### config.mk
export PLATFORM = sky130hd
export DESIGN_NAME = fetch_prefetch_queue_flat
export DESIGN_NICKNAME = d
export VERILOG_FILES = /design/src/rtl/fetch_prefetch_queue_if.sv /design/src/rtl/fetch_prefetch_queue.sv /design/src/flat_wrapper.sv
export SDC_FILE = /design/constraint.sdc
export NUM_CORES = 1
export LEC_CHECK = 0
export ABC_AREA = 0
export ABC_CLOCK_PERIOD_IN_PS = 6480
export CAP_MARGIN = 20
export CORE_MARGIN = 3
export CORE_UTILIZATION = 50
export DETAILED_ROUTE_END_ITERATION = 8
export HOLD_SLACK_MARGIN = 0.03
export PLACE_DENSITY = 0.78
export SLEW_MARGIN = 20
export SYNTH_ARGS = -nofsm -noshare
export SYNTH_HDL_FRONTEND = slang
export SYNTH_SLANG_ARGS = --single-unit
### constraint.sdc
create_clock -name clk -period 6.48 [get_ports clk]
set_input_delay 0.648 -clock clk [delete_from_list [all_inputs] [get_ports clk]]
set_output_delay 0.648 -clock clk [all_outputs]
set_load 0.01 [all_outputs]
### src/rtl/fetch_prefetch_queue_if.sv
// Fetch-side bundle: branch redirect, instruction-memory request/response and
// the decode-facing queue head. master = the prefetch queue, slave = its environment.
interface fetch_prefetch_queue_if #(
    parameter int WORD_W = 16,
    parameter int DEPTH  = 4
);
    localparam int CNT_W = $clog2(DEPTH) + 1;

    logic              redirect;
    logic [WORD_W-1:0] redirect_pc;
    logic [WORD_W-1:0] imem_rdata;
    logic              imem_resp;
    logic              imem_retry;
    logic [WORD_W-1:0] imem_address;
    logic              imem_action_stb;
    logic              imem_action_cyc;
    logic              out_valid;
    logic              out_ready;
    logic [WORD_W-1:0] out_instr;
    logic [WORD_W-1:0] out_pc;
    logic [CNT_W-1:0]  count;

    modport master (
        input  redirect, redirect_pc, imem_rdata, imem_resp, imem_retry, out_ready,
        output imem_address, imem_action_stb, imem_action_cyc,
               out_valid, out_instr, out_pc, count
    );

    modport slave (
        output redirect, redirect_pc, imem_rdata, imem_resp, imem_retry, out_ready,
        input  imem_address, imem_action_stb, imem_action_cyc,
               out_valid, out_instr, out_pc, count
    );
endinterface

### src/rtl/fetch_prefetch_queue.sv
// Instruction prefetch queue: single-outstanding fetch FSM feeding a circular
// buffer of {instr, pc+2} entries, flushed on redirect.
module fetch_prefetch_queue #(
    parameter int                DEPTH    = 4,
    parameter int                WORD_W   = 16,
    parameter logic [WORD_W-1:0] RESET_PC = '0
) (
    input  logic                   clk,
    input  logic                   rst,
    fetch_prefetch_queue_if.master bus
);
    localparam int PTR_W = $clog2(DEPTH);
    localparam int CNT_W = PTR_W + 1;

    typedef enum logic [1:0] {IDLE, REQ, DROP} state_t;

    typedef struct packed {
        logic [WORD_W-1:0] instr;
        logic [WORD_W-1:0] pc;
    } entry_t;

    entry_t            queue [DEPTH];
    state_t            state, state_nxt;
    logic [WORD_W-1:0] addr_q, addr_nxt, fetch_pc, fetch_pc_nxt;
    logic [WORD_W-1:0] addr_inc, rpc;
    logic [PTR_W-1:0]  rd_ptr, wr_ptr;
    logic [CNT_W-1:0]  count, count_nxt;
    logic              flush, enq, deq, room, room_nxt;

    assign rpc      = bus.redirect_pc & ~WORD_W'(1);
    assign addr_inc = addr_q + WORD_W'(2);
    assign flush    = bus.redirect;
    assign enq      = (state == REQ) && bus.imem_resp && !bus.redirect;
    assign deq      = bus.out_valid && bus.out_ready;

    always_comb begin
        count_nxt = count;
        if (flush)
            count_nxt = '0;
        else if (enq && !deq)
            count_nxt = count + CNT_W'(1);
        else if (deq && !enq)
            count_nxt = count - CNT_W'(1);
    end

    assign room     = count < CNT_W'(DEPTH);
    assign room_nxt = count_nxt < CNT_W'(DEPTH);

    always_comb begin
        state_nxt    = state;
        addr_nxt     = addr_q;
        fetch_pc_nxt = fetch_pc;
        case (state)
            IDLE: begin
                if (bus.redirect) begin
                    state_nxt    = REQ;
                    addr_nxt     = rpc;
                    fetch_pc_nxt = rpc;
                end else if (room) begin
                    state_nxt = REQ;
                    addr_nxt  = fetch_pc;
                end
            end
            REQ: begin
                if (bus.imem_resp && bus.redirect) begin
                    state_nxt    = REQ;
                    addr_nxt     = rpc;
                    fetch_pc_nxt = rpc;
                end else if (bus.imem_resp) begin
                    fetch_pc_nxt = addr_inc;
                    // Chain straight into the next fetch so a streaming cache sees no bubble
                    if (room_nxt) begin
                        state_nxt = REQ;
                        addr_nxt  = addr_inc;
                    end else begin
                        state_nxt = IDLE;
                    end
                end else if (bus.redirect) begin
                    fetch_pc_nxt = rpc;
                    state_nxt    = DROP;
                end else if (bus.imem_retry) begin
                    state_nxt = REQ;
                end
            end
            DROP: begin
                // The stale request must complete before the redirected one is issued
                if (bus.imem_resp) begin
                    state_nxt    = REQ;
                    addr_nxt     = bus.redirect ? rpc : fetch_pc;
                    fetch_pc_nxt = bus.redirect ? rpc : fetch_pc;
                end else if (bus.redirect) begin
                    fetch_pc_nxt = rpc;
                end
            end
            default: state_nxt = IDLE;
        endcase
    end

    always_ff @(posedge clk or posedge rst) begin
        if (rst) begin
            state    <= IDLE;
            addr_q   <= RESET_PC;
            fetch_pc <= RESET_PC;
            rd_ptr   <= '0;
            wr_ptr   <= '0;
            count    <= '0;
        end else begin
            state    <= state_nxt;
            addr_q   <= addr_nxt;
            fetch_pc <= fetch_pc_nxt;
            count    <= count_nxt;
            rd_ptr   <= flush ? '0 : rd_ptr + PTR_W'(deq);
            wr_ptr   <= flush ? '0 : wr_ptr + PTR_W'(enq);
        end
    end

    always_ff @(posedge clk) begin
        if (enq)
            queue[wr_ptr] <= '{instr: bus.imem_rdata, pc: addr_inc};
    end

    assign bus.imem_address    = addr_q;
    assign bus.imem_action_stb = (state != IDLE);
    assign bus.imem_action_cyc = (state != IDLE);
    assign bus.count           = count;
    assign bus.out_valid       = (count != '0) && !bus.redirect;
    assign bus.out_instr       = queue[rd_ptr].instr;
    assign bus.out_pc          = queue[rd_ptr].pc;
endmodule

### src/flat_wrapper.sv
// flat-port wrapper written by rule: the top's interface ports become plain ports
module fetch_prefetch_queue_flat 
#(
    parameter int                DEPTH    = 4,
    parameter int                WORD_W   = 16,
    parameter logic [WORD_W-1:0] RESET_PC = '0
)
  (clk, rst, bus_redirect, bus_redirect_pc, bus_imem_rdata, bus_imem_resp, bus_imem_retry, bus_out_ready, bus_imem_address, bus_imem_action_stb, bus_imem_action_cyc, bus_out_valid, bus_out_instr, bus_out_pc, bus_count);
  fetch_prefetch_queue_if #(.WORD_W(WORD_W), .DEPTH(DEPTH)) bus_i ();
  input  logic clk;
  input  logic rst;
  input wire logic [$bits(bus_i.redirect)-1:0] bus_redirect;
  input wire logic [$bits(bus_i.redirect_pc)-1:0] bus_redirect_pc;
  input wire logic [$bits(bus_i.imem_rdata)-1:0] bus_imem_rdata;
  input wire logic [$bits(bus_i.imem_resp)-1:0] bus_imem_resp;
  input wire logic [$bits(bus_i.imem_retry)-1:0] bus_imem_retry;
  input wire logic [$bits(bus_i.out_ready)-1:0] bus_out_ready;
  output wire logic [$bits(bus_i.imem_address)-1:0] bus_imem_address;
  output wire logic [$bits(bus_i.imem_action_stb)-1:0] bus_imem_action_stb;
  output wire logic [$bits(bus_i.imem_action_cyc)-1:0] bus_imem_action_cyc;
  output wire logic [$bits(bus_i.out_valid)-1:0] bus_out_valid;
  output wire logic [$bits(bus_i.out_instr)-1:0] bus_out_instr;
  output wire logic [$bits(bus_i.out_pc)-1:0] bus_out_pc;
  output wire logic [$bits(bus_i.count)-1:0] bus_count;
  assign bus_i.redirect = bus_redirect;
  assign bus_i.redirect_pc = bus_redirect_pc;
  assign bus_i.imem_rdata = bus_imem_rdata;
  assign bus_i.imem_resp = bus_imem_resp;
  assign bus_i.imem_retry = bus_imem_retry;
  assign bus_i.out_ready = bus_out_ready;
  assign bus_imem_address = bus_i.imem_address;
  assign bus_imem_action_stb = bus_i.imem_action_stb;
  assign bus_imem_action_cyc = bus_i.imem_action_cyc;
  assign bus_out_valid = bus_i.out_valid;
  assign bus_out_instr = bus_i.out_instr;
  assign bus_out_pc = bus_i.out_pc;
  assign bus_count = bus_i.count;
  fetch_prefetch_queue #(.DEPTH(DEPTH), .WORD_W(WORD_W), .RESET_PC(RESET_PC)) u_core (.clk(clk), .rst(rst), .bus(bus_i));
endmodule
* After elaboration in Yosys (flattened, before gate mapping) *
Memories as Yosys holds them, arrays and structs flattened.
Index checks and enable logic that the tools add are counted.

word-level totals
  output and inout port bits = 54
  bits of input ports = 38
  register bits after elaboration = 41
  memory bits (writable) = 128
  logic and storage cells = 66
  memories kept = 1

memories
  name          words  width  read ports  clocked after memory_dff  write ports  line                        text
  u_core.queue  4      32     1           0                         1            fetch_prefetch_queue.sv:22  entry_t queue [DEPTH];

cells by class
  equality and inequality tests = 7
  order comparisons = 2
  reductions and logical operators = 18
  $add $sub $neg = 5
  mux-type cells = 27

operators by type and width
  cell                                                                      number
  16-bit two-way mux                                                        9
  16-bit case mux with 3 select lines                                       1
  16-bit case mux with 2 select lines                                       1
  2-bit two-way mux                                                         9
  16-bit by 2-bit adder with 16-bit output (second input constant)          1
  3-bit two-way mux                                                         3
  1-bit logical AND                                                         7
  3-bit less-than comparator (second input constant)                        2
  3-bit by 2-bit inequality test with 1-bit output (second input constant)  2
  2-bit case mux with 3 select lines                                        1
  3-bit nonzero test                                                        2
  5-bit inequality test (second input constant)                             1
  5-bit AND reduction                                                       1
  2-bit by 1-bit adder with 2-bit output                                    2
  2-bit nonzero test                                                        2
  3-bit by 1-bit adder with 3-bit output (second input constant)            1
  1-bit zero test                                                           3
  1-bit two-way mux                                                         3
  3-bit inequality test (second input constant)                             1
  3-bit AND reduction                                                       1
  3-bit by 1-bit subtractor with 3-bit output (second input constant)       1
  2-bit by 1-bit == test with 1-bit output (second input constant)          1
  2-bit == test (second input constant)                                     1
  2-bit zero test                                                           1
  other kinds (2)                                                           2

* Longest topological paths before layout *
  depth after elaboration = 13
  mapped depth = 10
  depth with buffers taken out = 8

* Worst setup path before layout *
OpenSTA, ideal clock, no wires.

  path kind = input to register
  from = input bus_imem_resp
  to = memory u_core.queue[2][0] (netlist name) (enable)
  path buffers = 1
  arrival = 3651 ps
  stages on the path = 5
  library setup time = 468 ps
  path slack = 2361 ps
  required time = 6012 ps
  cells stage by stage = buf_2 > inv_2 > nor2_1 > nand2_1 > nor3b_1

between the ends
  longest elaborated chain between the ends = 4

ends and longest elaborated chain
  item                                     line                         text
  from (decl)                              flat_wrapper.sv:15           input wire logic [$bits(bus_i.imem_resp)-1:0] bus_imem_resp;
  1-bit logical AND (2 in a row)           fetch_prefetch_queue.sv:33   assign enq = (state == REQ) && bus.imem_resp && !bus.redirect;
  1-bit two-way mux                        fetch_prefetch_queue.sv:118  if (enq)
  1-bit two-way mux (not written as such)  fetch_prefetch_queue.sv:119  queue[wr_ptr] <= '{instr: bus.imem_rdata, pc: addr_inc};
  to (decl)                                fetch_prefetch_queue.sv:22

Every way passes these cells.

* Final worst setup path *
  from = register u_core.state[0]
  to = memory u_core.queue[1][16] (netlist name) (enable)

between the ends
  longest elaborated chain between the ends = 5

ends and longest elaborated chain
  item                                      line                         text
  from (decl)                               fetch_prefetch_queue.sv:23   state_t state, state_nxt;
  from (signal assigned)                    fetch_prefetch_queue.sv:108  state <= state_nxt;
  2-bit by 1-bit == test with 1-bit output  fetch_prefetch_queue.sv:33
  1-bit logical AND (2 in a row)            fetch_prefetch_queue.sv:33
  1-bit two-way mux                         fetch_prefetch_queue.sv:118
  1-bit two-way mux (not written as such)   fetch_prefetch_queue.sv:119

Every way passes these cells.

==> out/results.tsv <==
metric	value	unit
IO buf count	89	
WL final	16000	µm
Final HPWL DP	10100	µm
Req. time, crit path	6.52	ns
simple-gate portion of the synthesized area	8.39	%
post-synthesis cell count	511	
final period utilization	65.7	%
CP cell instances	nand2b_1, nor2_1, nand2_1, inv_2, nand2_1, nor2_4	
GRT Total Usage	20.4	%
Chip Width	128	µm
Post-CTS Setup Repair Bufs	0	
fmax	235	MHz
Ports	92	
Max transition margin	26.8	%
Setup Skew	0.0111	ns
status	finished, final reports clean	
main combinational cell family by area after synthesis	compound AO/OA/AOI/OAI gates	
Synth Net Count	555	
Nets	640	
global route overflow	0	
n_diodes	0	
endpoint class of the critical path	flip-flop	
setup repair after global routing missed its margin	no	
WP buf/inv	1	
Top Usage Layer GRT	met2	
Clock Sinks	169	
ys flop type	edfxtp_1	
sequential area share after synthesis	65.9	%
fin. max-slew vios	0	
Critical Path Fanout Max	32	
Compound-Gate Fraction of Synth Area	10.2	%
Post-synth ARST share	24.3	%
Peak VDD IR	240	µV
CP max stage cell	nor2_1	
TNS Setup	0	ns
share of layout cells above drive strength 1	12.7	%
CTS tree	built	
largest net degree at the start of global routing	58	
Worst path most repeated cell	nand2_1	
clock-pin slew on the worst setup and hold paths	0.06	ns
Critical Path Start Type	flip-flop	
crit-path max cell delay	0.97	ns
Routed wire per std cell	20.3	µm
via count	4795	
initial DRC count	446	
initial core utilization	52.3	%
CTS Buf Count	17	
EDFF count, synth	128	
Mean Syn Cell Area	14.5	µm²
flops & latches, synth	169	
met1 usage	28.9	%
WS Path Type	flip-flop to flip-flop	
mux cell area share after synthesis	9.90	%
global-route wire length before repair	25600	µm
number of fill cells	1053	
first drt pass iteration count	5	
synthesized cell area	0.00739	mm²
min-delay worst type	flip-flop to flip-flop	
final hold vios	0	
core area	0.0141	mm²
vias in the first global route	4852	
Slew @ Worst Pin	1.09	ns
Post-Synth Adder-Cell Area	1.02	%
utilization after layout	63.3	%
hold buffer count at cts	0	
Synthesis Warnings	0	
post-route ant nets	0	
Distinct cells, synth	53	
H-tree depth	4	
Final GP Congestion	0.902	
Skew-Pair Late Insertion Delay	0.43	ns
Max Cap Viol	0	
Area Growth Syn to Fin	21.1	%
delay-heaviest family, CP	simple AND/OR/NAND/NOR gates	
DR vias/cell	6.09	
r2r setup slk	2.22	ns
num rows	43	
Setup violations, final	0	
GR met2 Demand/Resource	32.0	%
static leakage	0.00303	µW
Crit path arrival time	4.30	ns
PD cells	362	mW/mm²
DIE AREA	0.0163	mm²
die height	128	µm
antenna violations before repair	0	
# resized after CTS	0	
min Tclk post-route	4.26	ns
DRC Markers	0	
M3 GR Usage	5.02	%
root buf cell	clkbuf_16	
Post-Synth XOR/XNOR Area	2.01	%
maximum clock path buffer count	2	
## final timing paths
check | from | end | depth (start not counted)
setup reg to reg | u_core.state[0] | u_core.queue[1][16] | 6
hold / removal | u_core.rd_ptr[1] | u_core.rd_ptr[1] | 2
hold reg to reg | u_core.rd_ptr[1] | u_core.rd_ptr[1] | 2
setup / recovery | u_core.state[0] | u_core.queue[1][16] | 6
min in group asynchronous | rst | u_core.fetch_pc[11] | 3
max in group asynchronous | rst | u_core.rd_ptr[0] | 3
## power breakdown
group	switching [µW]	total [µW]	internal, µW
combinational	459	868	409
clock	399	882	482
sequential	143	1490	1350
total	1000	3240	2240
## state kept, by name (all words and copies together) (netlist names)
register                 count
u_core.fetch_pc             16
u_core.bus.imem_address     16
u_core.wr_ptr                2
u_core.rd_ptr                2
u_core.queue               128
u_core.bus.count             3
u_core.state                 2
## synth_stat cells (all sizes together), types with 9 or more instances
cell	n	area share (%)
nand3	9	0.61
nand2	34	1.7
o22ai	17	1.4
o211ai	9	0.91
inv	11	0.56
clkbuf	14	0.71
nor2	34	1.7
o21ai	34	2.3
xnor2	11	1.3
a21oi	23	1.6
edfxtp	128	52
dfrtp	41	14
nand2b	18	1.5
mux4	32	9.7
buf	17	1.3
## cells by family after synthesis
| family | count (synthesis) |
|---|---|
| AO/OA/AOI/OAI | 119 |
| multiplexers | 33 |
| buffers and inverters | 43 |
| flip-flops | 169 |
| AND/OR/NAND/NOR | 124 |
| adder cells (fa/ha/maj) | 6 |
| XOR/XNOR | 17 |
## routing by layer
metal	share of wire [%]	wire length [µm]	up-vias
li1	-	-	2154
met1	42	6770	2349
met2	47	7530	264
met3	8.7	1400	28
met4	1.7	269	0
met5	0	0	-
## placed cells by master, fill, tap and decap left out, types with 4 or more instances in the layout
cell | synthesis | routed
nor2_1 | 34 | 33
clkdlybuf4s50_1 | 0 | 89
nand2b_1 | 18 | 18
inv_1 | 9 | 9
nand2_1 | 34 | 34
and3_1 | 4 | 4
o21ai_0 | 16 | 16
clkinv_1 | 1 | 5
buf_4 | 2 | 8
xnor2_1 | 11 | 11
ha_1 | 6 | 6
nand3_1 | 9 | 9
mux4_2 | 32 | 32
o22ai_1 | 17 | 17
o22a_1 | 4 | 4
edfxtp_1 | 128 | 128
clkbuf_16 | 0 | 17
o21ai_1 | 18 | 18
nor3_1 | 5 | 4
o32ai_1 | 5 | 5
a31oi_1 | 4 | 4
a21oi_1 | 23 | 23
o31ai_1 | 5 | 5
o211ai_1 | 9 | 9
xor2_1 | 6 | 6
dfrtp_1 | 41 | 40
nor2b_1 | 5 | 5
a211oi_1 | 4 | 4
## worst reg2reg max path, stage by stage, from the launching register on
cell	delay, ns
dfrtp_1	0.86
nand2b_1	0.51
nor2_1	0.97
nand2_1	0.39
inv_2	0.24
nand2_1	0.11
nor2_4	0.79
## stage by stage
step | area (µm²) | hold WS (ns) | total power (µW) | setup WS, ns | std cells
after floorplan | 7390 | 0.511 | 1990 | 2.36 | 511
after global placement | 8440 | 0.531 | 2340 | 2.26 | 757
after detailed placement | 8440 | 0.544 | 2370 | 2.20 | 757
after CTS | 8950 | 0.556 | 3250 | 2.29 | 787
after global routing | 8950 | 0.585 | 3390 | 1.99 | 787
final | 8950 | 0.555 | 3240 | 2.22 | 787
## final cells by class
type	instances	area, µm²	area share, %
Clock buffer	18	429	4.80
Clock inverter	12	77.6	0.867
Inverter	12	45.0	0.503
Multi-Input combinational cell	299	2350	26.3
Sequential cell	169	4870	54.4
Tap cell	180	225	2.52
Timing Repair Buffer	97	951	10.6
(Power assumes the default switching activity.)
